File: config.mk
export PLATFORM = sky130hd
export DESIGN_NAME = oam_dma_ctl_flat
export DESIGN_NICKNAME = d
export VERILOG_FILES = /design/src/rtl/oam_dma_ctl_pkg.sv /design/src/rtl/oam_dma_ctl_if.sv /design/src/rtl/oam_dma_ctl.sv /design/src/flat_wrapper.sv
export SDC_FILE = /design/constraint.sdc
export NUM_CORES = 1
export LEC_CHECK = 0
export BUFFER_PORTS_ARGS = -buffer_cell sky130_fd_sc_hd__buf_2
export CAP_MARGIN = 10
export CORE_ASPECT_RATIO = 0.8
export CORE_MARGIN = 2
export CORE_UTILIZATION = 40
export DETAILED_ROUTE_END_ITERATION = 8
export PLACE_DENSITY = 0.7
export SETUP_SLACK_MARGIN = 0.4
export SYNTH_ARGS = -nofsm -noshare
export SYNTH_HDL_FRONTEND = slang
export SYNTH_SLANG_ARGS = --single-unit
File: constraint.sdc
create_clock -name clk -period 1.8 [get_ports clk]
set_clock_uncertainty 0.15 [all_clocks]
set_input_delay 0.18 -clock clk [delete_from_list [all_inputs] [get_ports clk]]
set_output_delay 0.18 -clock clk [all_outputs]
set_load 0.005 [all_outputs]
File: src/rtl/oam_dma_ctl_pkg.sv
// rtl/oam_dma_ctl_pkg.sv - shared encodings and address constants for the OAM DMA sequencer
package oam_dma_ctl_pkg;

  localparam logic [15:0] OAM_DMA_TRIG  = 16'h4014;
  localparam logic [15:0] OAM_DATA_PORT = 16'h2004;

  typedef enum logic [2:0] {
    ST_IDLE  = 3'd0,
    ST_HALT  = 3'd1,
    ST_ALIGN = 3'd2,
    ST_READ  = 3'd3,
    ST_WRITE = 3'd4
  } dma_state_e;

  typedef enum logic {
    BUS_CPU = 1'b0,
    BUS_DMA = 1'b1
  } bus_owner_e;

endpackage

File: src/rtl/oam_dma_ctl_if.sv
// rtl/oam_dma_ctl_if.sv - CPU-side and memory-side signals of the OAM DMA sequencer
interface oam_dma_ctl_if;

  logic [15:0] cpu_addr;
  logic [7:0]  cpu_wdata;
  logic        cpu_we;
  logic [7:0]  mem_rdata;
  logic        cpu_halt;
  logic        bus_sel;
  logic [15:0] dma_addr;
  logic [7:0]  dma_wdata;
  logic        dma_we;
  logic        dma_busy;

  modport slave (
    input  cpu_addr, cpu_wdata, cpu_we, mem_rdata,
    output cpu_halt, bus_sel, dma_addr, dma_wdata, dma_we, dma_busy
  );

  modport master (
    output cpu_addr, cpu_wdata, cpu_we, mem_rdata,
    input  cpu_halt, bus_sel, dma_addr, dma_wdata, dma_we, dma_busy
  );

endinterface

File: src/rtl/oam_dma_ctl.sv
// rtl/oam_dma_ctl.sv - sprite page DMA sequencer; OAM_DMA_ALIGN_EN adds the odd-parity ALIGN cycle
module oam_dma_ctl
  import oam_dma_ctl_pkg::*;
#(
  parameter logic [15:0] TRIG_ADDR = OAM_DMA_TRIG,
  parameter logic [15:0] DEST_ADDR = OAM_DATA_PORT,
  parameter int          XFER_LEN  = 256
) (
  input  logic          clk,
  input  logic          rst,
  oam_dma_ctl_if.slave  bus
);

  localparam logic [7:0] LAST_IDX = 8'(XFER_LEN - 1);

  dma_state_e state;
  logic [7:0] page;
  logic [7:0] count;
  logic [7:0] latch;
  logic [7:0] count_nxt;

  assign count_nxt     = count + 8'd1;
  assign bus.dma_wdata = latch;

`ifdef OAM_DMA_ALIGN_EN
  logic cyc_odd;

  always_ff @(posedge clk) begin
    if (rst) cyc_odd <= 1'b0;
    else     cyc_odd <= ~cyc_odd;
  end
`endif

  // Outputs are registered alongside the state, so each is loaded with the
  // value belonging to the state being entered.
  always_ff @(posedge clk) begin
    if (rst) begin
      state        <= ST_IDLE;
      page         <= 8'h00;
      count        <= 8'h00;
      latch        <= 8'h00;
      bus.cpu_halt <= 1'b0;
      bus.bus_sel  <= BUS_CPU;
      bus.dma_busy <= 1'b0;
      bus.dma_we   <= 1'b0;
      bus.dma_addr <= 16'h0000;
    end else begin
      case (state)
        ST_IDLE: begin
          if (bus.cpu_we && bus.cpu_addr == TRIG_ADDR) begin
            page         <= bus.cpu_wdata;
            state        <= ST_HALT;
            bus.cpu_halt <= 1'b1;
            bus.bus_sel  <= BUS_DMA;
            bus.dma_busy <= 1'b1;
            bus.dma_we   <= 1'b0;
          end
        end
        ST_HALT: begin
`ifdef OAM_DMA_ALIGN_EN
          if (cyc_odd) begin
            state <= ST_ALIGN;
          end else begin
            state        <= ST_READ;
            bus.dma_addr <= {page, count};
          end
`else
          state        <= ST_READ;
          bus.dma_addr <= {page, count};
`endif
        end
`ifdef OAM_DMA_ALIGN_EN
        ST_ALIGN: begin
          state        <= ST_READ;
          bus.dma_addr <= {page, count};
        end
`endif
        ST_READ: begin
          latch        <= bus.mem_rdata;
          state        <= ST_WRITE;
          bus.dma_addr <= DEST_ADDR;
          bus.dma_we   <= 1'b1;
        end
        ST_WRITE: begin
          bus.dma_we <= 1'b0;
          if (count == LAST_IDX) begin
            // No carry into page: the copy always stays inside the source page.
            count        <= 8'h00;
            state        <= ST_IDLE;
            bus.cpu_halt <= 1'b0;
            bus.bus_sel  <= BUS_CPU;
            bus.dma_busy <= 1'b0;
            bus.dma_addr <= 16'h0000;
          end else begin
            count        <= count_nxt;
            state        <= ST_READ;
            bus.dma_addr <= {page, count_nxt};
          end
        end
        default: begin
          state        <= ST_IDLE;
          bus.cpu_halt <= 1'b0;
          bus.bus_sel  <= BUS_CPU;
          bus.dma_busy <= 1'b0;
          bus.dma_we   <= 1'b0;
          bus.dma_addr <= 16'h0000;
        end
      endcase
    end
  end

endmodule
File: src/flat_wrapper.sv
// flat-port wrapper written by rule: the top's interface ports become plain ports
module oam_dma_ctl_flat import oam_dma_ctl_pkg::*;
#(
  parameter logic [15:0] TRIG_ADDR = OAM_DMA_TRIG,
  parameter logic [15:0] DEST_ADDR = OAM_DATA_PORT,
  parameter int          XFER_LEN  = 256
)
  (clk, rst, bus_cpu_addr, bus_cpu_wdata, bus_cpu_we, bus_mem_rdata, bus_cpu_halt, bus_bus_sel, bus_dma_addr, bus_dma_wdata, bus_dma_we, bus_dma_busy);
  oam_dma_ctl_if bus_i ();
  input  logic clk;
  input  logic rst;
  input wire logic [$bits(bus_i.cpu_addr)-1:0] bus_cpu_addr;
  input wire logic [$bits(bus_i.cpu_wdata)-1:0] bus_cpu_wdata;
  input wire logic [$bits(bus_i.cpu_we)-1:0] bus_cpu_we;
  input wire logic [$bits(bus_i.mem_rdata)-1:0] bus_mem_rdata;
  output wire logic [$bits(bus_i.cpu_halt)-1:0] bus_cpu_halt;
  output wire logic [$bits(bus_i.bus_sel)-1:0] bus_bus_sel;
  output wire logic [$bits(bus_i.dma_addr)-1:0] bus_dma_addr;
  output wire logic [$bits(bus_i.dma_wdata)-1:0] bus_dma_wdata;
  output wire logic [$bits(bus_i.dma_we)-1:0] bus_dma_we;
  output wire logic [$bits(bus_i.dma_busy)-1:0] bus_dma_busy;
  assign bus_i.cpu_addr = bus_cpu_addr;
  assign bus_i.cpu_wdata = bus_cpu_wdata;
  assign bus_i.cpu_we = bus_cpu_we;
  assign bus_i.mem_rdata = bus_mem_rdata;
  assign bus_cpu_halt = bus_i.cpu_halt;
  assign bus_bus_sel = bus_i.bus_sel;
  assign bus_dma_addr = bus_i.dma_addr;
  assign bus_dma_wdata = bus_i.dma_wdata;
  assign bus_dma_we = bus_i.dma_we;
  assign bus_dma_busy = bus_i.dma_busy;
  oam_dma_ctl #(.TRIG_ADDR(TRIG_ADDR), .DEST_ADDR(DEST_ADDR), .XFER_LEN(XFER_LEN)) u_core (.clk(clk), .rst(rst), .bus(bus_i));
endmodule
==> results.ini, run 1 <==
[detailed_routing]
drtIter0Drc=132
drc=0
ant_nets=0
wl_um=6460
dr.pass1.iters=5
num_vias=2204
wl_met2_um=3260
wl_per_cell_um=16.2
m1WireLength_um=2750
wl_met3_um=335
vias_per_cell=5.52
top_layer_used=met4

[synth]
ys_seq_elements=45
synth_top_area_share_pct=44.2
async_reset_ff_share_pct=0
synth.most_common_cell=dfxtp_1
syn_area_per_cell_um2=8.74
synth_edf_count=0
syn_area_um2=2040
synth.distinct_cells=50
synth_flop_cell=dfxtp_1
syn-num-nets=269
yosysWarningCount=0
ys_top_cells_by_area=dfxtp_1 44%, a21oi_1 6.9%, nand2_1 4.2%
synth_common_cells=45 x dfxtp_1, 28 x a21oi_1, 23 x nand2_1
synthCells=233
ys_seq_area_share_pct=44.2
synth_top_cell_by_area=dfxtp_1

[cells_and_area]
drive_above_1_share_pct=50.4
num_antenna_cells=0
fillCellCount=393
final_nets=372
final_area_um2=3240
syn_to_final_growth_pct=59.3

[sta]
finalMaxSlewViolations=0
setup_viol=0
maxSlewHeadroom_pct=70.4
worstMarginPinSlew_ps=444
max_clock_freq_ghz=0.615
hold_viol=0
grt_setup_unrepaired=true
setup_tns_ps=0
fin_crit_ps=1630
fin_crit_sh_pct=90.3

[job]
max-cap-violations=0

[clocking]
cts_buffers=5
clk_pin_slew_worst_paths_ps=90
clock-sinks=45
cts.htree.levels=2
cts_root_buf=clkbuf_8
cts_buffer_depth=2
clk_latency_ps=310
cts_tree=built

[worst_setup_path]
critPathKind=flop to flop
worst_setup_path_end_kind=flop
critPathLaunchType=flop
worstPathRequired_ps=1840
reg2reg_depth=4
path_max_fanout=7
arrival_ps=1670

[power_and_ir_drop]
p_comb_share_pct=6.5
pwr-share-clk_pct=36.4
total_power_mw=1.72
power_frac_seq_pct=57.1
internal-power_mw=1.32
p_leak_nw=1.28
switching_share_pct=23.4
p_per_area_nw_per_um2=531
p_switching_uw=404
peakVddDrop_mv=0.355

[run_status]
outcome=finished clean

[die]
start_util_pct=41.2
core-area_um2=4950
rows=23
io_pins=63
die-area_um2=5680
die_height_um=67.8
die_w_um=83.8

[grt]
antenna_found_initial=0
grt_max_degree=21
gr-total-overflow=0
grt_first_pass_wirelength_um=9800
grt_pass1_vias=2091
track_usage_pct=21.6

[min_path]
min_path_type=primary input to flop
min_delay_path_depth=3

[place]
postPlaceCellArea_um2=2480
place_hpwl_um=3730
gp_congestion=0.821
io_buffers=62

[through the flow]
| step | hold slack (ps) | utilization, % | setup slack [ps] | instances |
|---|---|---|---|---|
| 3_3_place_gp | 284 | 50.1 | 128 | 353 |
| 6_report | 8.75 | 65.5 | 174 | 399 |
| 4_1_cts | 0.172 | 60.0 | 245 | 393 |
| 2_1_floorplan | 177 | - | 207 | 233 |
| 3_5_place_dp | 293 | 50.1 | 98.9 | 353 |
| 5_1_grt | 1.40 | 65.5 | 133 | 399 |
[registers in the layout, indices dropped and copies added, names as in the netlist]
signal / flops
u_core.bus.dma_addr: 16
u_core.bus.dma_wdata: 8
u_core.count: 8
u_core.page: 8
u_core.state: 3
u_core.bus.cpu_halt: 1
u_core.bus.dma_we: 1
[layout make-up]
cell class | count | area, um2 | share of cell area, %
clock buffers | 5 | 68.8 | 2.12
clock inverters | 3 | 21.3 | 0.656
inverters | 4 | 15.0 | 0.463
multi-input cells | 163 | 1330 | 40.8
flip-flops and latches | 45 | 932 | 28.7
well taps | 62 | 77.6 | 2.39
repair buffers | 117 | 805 | 24.8
[per-layer routing]
metal  track usage (%)  up-vias
met2              38.7       76
li1                  -     1066
met1              27.6     1047
met3              3.74       15
met5                 0        -
met4              5.65        0
[kinds of logic after synthesis]
logic type	after synthesis	share of synthesized area, %
AND/OR/NAND/NOR	83	21.8
AO/OA/AOI/OAI	67	21.7
flip-flops	45	44.2
buffers and inverters	25	5.90
XOR/XNOR	6	2.58
multiplexers	6	3.19
adder cells (fa/ha/maj)	1	0.614
[path summary, 6_finish.rpt]
check / slack, ps / from / to
setup reg to reg: 170 / u_core.state[2] / u_core.count[7]
hold / removal: 9 / bus_cpu_wdata[3] / u_core.page[3]
setup / recovery: 170 / u_core.state[2] / u_core.count[7]
hold reg to reg: 310 / u_core.bus.dma_wdata[5] / u_core.bus.dma_wdata[5]
[cell usage in the layout, fill, tap and decap left out, types with 3 or more instances in the layout]
cell	netlist	routed
a22o_1	6	6
buf_2	3	62
inv_1	4	4
nand4_1	12	12
a21oi_1	28	21
mux2_2	4	4
nand2_1	23	19
nor2_1	11	10
dfxtp_2	0	4
xnor2_1	4	3
dfxtp_4	0	7
buf_6	2	10
nor3_1	4	3
o31ai_4	0	8
dlygate4sd3_1	0	14
clkbuf_8	0	5
dfxtp_1	45	34
a21oi_2	1	7
o21ai_0	5	5
nand3_1	14	11
buf_4	2	29
[repair_timing]
item | in CTS | in global routing
gates resized for setup | 35 | 48
pin swaps | 15 | 23
endpoints found under the setup margin | 43 | 44
gates cloned | 0 | 1
hold buffers | 14 | 0
hold endpoints to repair | 14 | 0
setup buffers | 18 | 5
[critical path, cell delays in order (launching register included)]
cell and delay (ps):
dfxtp_4 390, or3b_4 430, buf_4 180, o31ai_2 270, a21oi_2 80
[power by group through the flow]
| stage | sequential, mW | combinational, mW | clock [mW] |
|---|---|---|---|
| 4_1_cts | 0.988 | 0.100 | 0.647 |
| 5_1_grt | 0.984 | 0.121 | 0.686 |
| 6_report | 0.984 | 0.112 | 0.627 |
| 3_5_place_dp | 1.02 | 0.0723 | 0 |
| 3_3_place_gp | 1.02 | 0.0722 | 0 |
| 2_1_floorplan | 1.02 | 0.0274 | 0 |
(Power assumes the default switching activity.)
==> run 2, diff against run 1 <==
Settings changed: CELL_PAD_IN_SITES_DETAIL_PLACEMENT set to 2, CELL_PAD_IN_SITES_GLOBAL_PLACEMENT set to 2, CORE_UTILIZATION 40 to 29, PLACE_DENSITY 0.7 to 0.81.
Clock period 1.8 ns to 1.5 ns, I/O delays scaled along.
==> results.ini, run 2 (synthesized netlist as in run 1, its figures left out) <==
[run_status]
outcome=complete, but fails checks
violations=negative setup slack

[worst_setup_path]
arrival_ps=1870
crit_start=u_core.count[0]
r2r_setup_slack_ps=-320
critPathKind=flop to flop
r2r-start=u_core.count[0]
worstPathRequired_ps=1550
r2r-end=u_core.bus.dma_addr[2]
worst_setup_path_end_kind=flop
critPathLaunchType=flop
reg2reg_depth=5
path_max_fanout=3

[sta]
fin_crit_sh_pct=122
fin_crit_ps=1820
worstMarginPinSlew_ps=444
setup_tns_ps=-4480
maxSlewHeadroom_pct=70.0
final.setup.worst_slack_ps=-324
max_clock_freq_ghz=0.548
setup_viol=41
grt_setup_unrepaired=true
hold_viol=0
whs_ps=57.2
finalMaxSlewViolations=0

[power_and_ir_drop]
p_leak_nw=1.39
peakVddDrop_mv=0.314
p_per_area_nw_per_um2=653

[detailed_routing]
dr.pass1.iters=4
wl_um=12400
ant_nets=0
num_vias=2547
drc=0
vias_per_cell=5.83
drtIter0Drc=107
wl_per_cell_um=28.5

[min_path]
hold_start=rst
min_path_type=primary input to flop
hold_path_end=u_core.bus.dma_addr[4]
min_delay_path_depth=3

[clocking]
clk_latency_ps=320
cts_buffer_depth=2
cts_buffers=5
clock-sinks=45
cts_root_buf=clkbuf_8
cts.htree.levels=2
cts_tree=built
clk_pin_slew_worst_paths_ps=90

[cells_and_area]
final_core_util_pct=51.6
syn_to_final_growth_pct=73.8
num_antenna_cells=0
final_nets=386
top_register=u_core.bus.dma_addr
final_cell_mix=58 x buf_2, 36 x buf_4, 24 x a21oi_1
mostFrequentLayoutCell=buf_2
largest_reg_flops=16
drive_above_1_share_pct=56.6

[die]
die-area_um2=7710
die_w_um=97.7
core-area_um2=6860
io_pins=63
rows=27
start_util_pct=29.7
die_height_um=79.0

[grt]
grt_pass1_vias=2718
grt_max_degree=31
antenna_found_initial=0
track_usage_pct=27.3
gr-total-overflow=0
grt_first_pass_wirelength_um=16000

[place]
io_buffers=62
gp_congestion=0.814
pre_cts_ws_ps=-258
place_hpwl_um=5660

[job]
max-cap-violations=0

-- run 2: area by class of cell --
| cell class | instances | area, um2 |
|---|---|---|
| clock buffer | 5 | 68.8 |
| clock inverter | 2 | 35.0 |
| fill | 707 | 3320 |
| inverter | 4 | 15.0 |
| multi-input combinational | 163 | 1370 |
| sequential | 45 | 946 |
| tap | 87 | 109 |
| timing repair buffer | 131 | 1000 |
-- run 2: how the worst max path moves through the flow --
stage                                   end  slack [ps]  depth (start not counted)
floorplan                   u_core.count[5]         -90                          5
global placement            u_core.count[7]        -100                          3
detailed placement  u_core.bus.dma_addr[11]        -260                          5
CTS                         u_core.count[7]        -110                          3
global route         u_core.bus.dma_addr[2]        -330                          5
finish               u_core.bus.dma_addr[2]        -320                          5
-- run 2: critical path, cell delays in order (launching register included) --
cell,delay (ps)
dfxtp_4,370
ha_4,170
buf_6,130
xnor2_1,120
a2111o_1,420
a21oi_1,340
-- run 2: where the power goes --
part           internal, mW  switching (mW)  total [mW]  leakage (nW)
Clock                 0.486           0.486       0.972        0.0540
Combinational        0.0809          0.0773       0.158         0.960
Sequential             1.18      0.00000515        1.18         0.376
Total                  1.75           0.564        2.31          1.39
-- run 2: repair_timing --
item                                   in CTS  in global routing
resized for setup                          64                 39
cloned                                      1                  0
endpoints found under the hold margin      16                  0
setup buffers                               9                  7
setup endpoints to repair                  49                 62
pin swaps                                  27                 11
hold buffers                               16                  0
-- run 2: stage by stage --
| stage | total power, mW | instance area, um2 | instances |
|---|---|---|---|
| after floorplan | 1.25 | 2160 | 233 |
| after detailed placement | 1.32 | 2720 | 397 |
| after CTS | 2.27 | 3340 | 430 |
| after global routing | 2.37 | 3540 | 437 |
| final | 2.31 | 3540 | 437 |
| after global placement | 1.32 | 2720 | 397 |
-- run 2: routing by layer --
layer | GRT usage (%) | wire length [um]
met3 | 4.67 | 688
met1 | 31.2 | 4740
met5 | 0 | 0
met4 | 9.44 | 673
met2 | 51.8 | 6340
==> run 3, diff against run 2 <==
Settings changed: GPL_TIMING_DRIVEN set to 0.
==> results.ini, run 3 (synthesized netlist as in run 1, its figures left out) <==
[power_and_ir_drop]
internal-power_mw=1.63
total_power_mw=2.19
p_comb_share_pct=7.1
power_frac_seq_pct=54.2
p_switching_uw=557
peakVddDrop_mv=0.326
p_leak_nw=1.42
pwr-share-clk_pct=38.6
switching_share_pct=25.5
p_per_area_nw_per_um2=601

[clocking]
cts_tree=built
clk_latency_ps=320
cts_buffer_depth=2
cts_buffers=5
clock-sinks=45
clk_pin_slew_worst_paths_ps=100
cts_root_buf=clkbuf_8
cts.htree.levels=2

[run_status]
violations=negative setup slack
outcome=complete, but fails checks

[cells_and_area]
syn_to_final_growth_pct=78.6
final_cells=439
mostFrequentLayoutCell=buf_2
drive_above_1_share_pct=57.7
final_cell_mix=58 x buf_2, 22 x dfxtp_1, 21 x buf_6
num_antenna_cells=0
final_nets=388
top_register=u_core.bus.dma_addr
fillCellCount=714
final_core_util_pct=53.0
largest_reg_flops=16
final_area_um2=3640

[worst_setup_path]
arrival_ps=1950
cp_slowest_cell=nor3b_4
critPathKind=flop to flop
path_max_fanout=7
cp_top_family=compound AO/OA/AOI/OAI gates
crit_buf_inv=2
worstPathRequired_ps=1610
worst_setup_path_end_kind=flop
max_stage_delay_ps=350
cp_cell_sequence=buf_6 > buf_6 > nor3b_4 > o21ai_4 > a21oi_4 > a22o_1
critPathLaunchType=flop
cpMostUsedCell=buf_6

[sta]
finalMaxSlewViolations=0
max_clock_freq_ghz=0.543
worstMarginPinSlew_ps=834
grt_setup_unrepaired=true
setup_viol=43
setup_tns_ps=-8980
whs_ps=313
final.setup.worst_slack_ps=-340
maxSlewHeadroom_pct=44.4
hold_viol=0
fin_crit_ps=1840
fin_crit_sh_pct=123

[grt]
track_usage_pct=24.7
grt_max_degree=13
gr-total-overflow=0
grt_pass1_vias=2552
grt_first_pass_wirelength_um=14800
antenna_found_initial=0

[job]
max-cap-violations=0

[die]
rows=27
core-area_um2=6860
start_util_pct=29.7
die-area_um2=7710
io_pins=63
die_height_um=79.0
die_w_um=97.7

[place]
place_hpwl_um=5090
gp_congestion=0.724
io_buffers=61
postPlaceCellArea_um2=2570
pre_cts_ws_ps=-438
dpl.cell_count=381

[min_path]
min_path_type=flop to flop

[detailed_routing]
vias_per_cell=5.67
drc=0
dr.pass1.iters=4
ant_nets=0
num_vias=2490
drtIter0Drc=74
wl_um=12100
wl_per_cell_um=27.6

## run 3: cell types whose count changed in the layout (fill, tap and decap cells not counted), moves of 7 or more
cell	change
o31ai_2	+7
o31ai_4	-7
a21oi_2	+7
a21oi_1	-7
buf_4	-18
## run 3: area by class of cell
class,instances,area [um2],area share (%)
inverter,4,15.0,0.413
clock buffer,7,86.3,2.37
buffer,21,220,6.05
tap,87,109,2.99
multi-input combinational,164,1430,39.4
timing repair buffer,111,835,22.9
sequential,45,940,25.8
## run 3: final timing paths
check / start / endpoint / slack (ps) / depth (start not counted)
hold / removal: u_core.bus.dma_wdata[7] / u_core.bus.dma_wdata[7] / 310 / 2
setup / recovery: u_core.state[0] / u_core.bus.dma_addr[9] / -340 / 6
setup reg to reg: u_core.state[0] / u_core.bus.dma_addr[9] / -340 / 6
hold reg to reg: u_core.bus.dma_wdata[7] / u_core.bus.dma_wdata[7] / 310 / 2
## run 3: power by group through the flow
stage / combinational [mW] / clock [mW] / sequential [mW]
final: 0.156 / 0.844 / 1.19
after global routing: 0.165 / 0.902 / 1.19
after CTS: 0.140 / 0.807 / 1.19
after detailed placement: 0.104 / 0 / 1.22
after global placement: 0.0982 / 0 / 1.22
after floorplan: 0.0360 / 0 / 1.22
## run 3: repair_timing
| item | 4_1_cts | 5_1_grt |
|---|---|---|
| gates resized for setup | 64 | 61 |
| pin swaps | 14 | 22 |
| buffers inserted | 22 | 10 |
| hold buffers | 16 | 0 |
| endpoints found under the setup margin | 48 | 63 |
| cloned | 2 | 1 |
| endpoints found under the hold margin | 16 | 0 |
## run 3: metal layers
metal	global-route usage [%]	vias up	share of wire, %
met3	4.75	40	6.9
met5	0	-	0
met2	44.6	119	52
met4	5.14	0	4.0
met1	31.0	1237	37
li1	-	1094	-
## run 3: worst min-delay path, delay by kind of cell, from the launching register on
family          cells  cell delay (ps)
simple gates        1               50
compound gates      1               50
flops               1              330
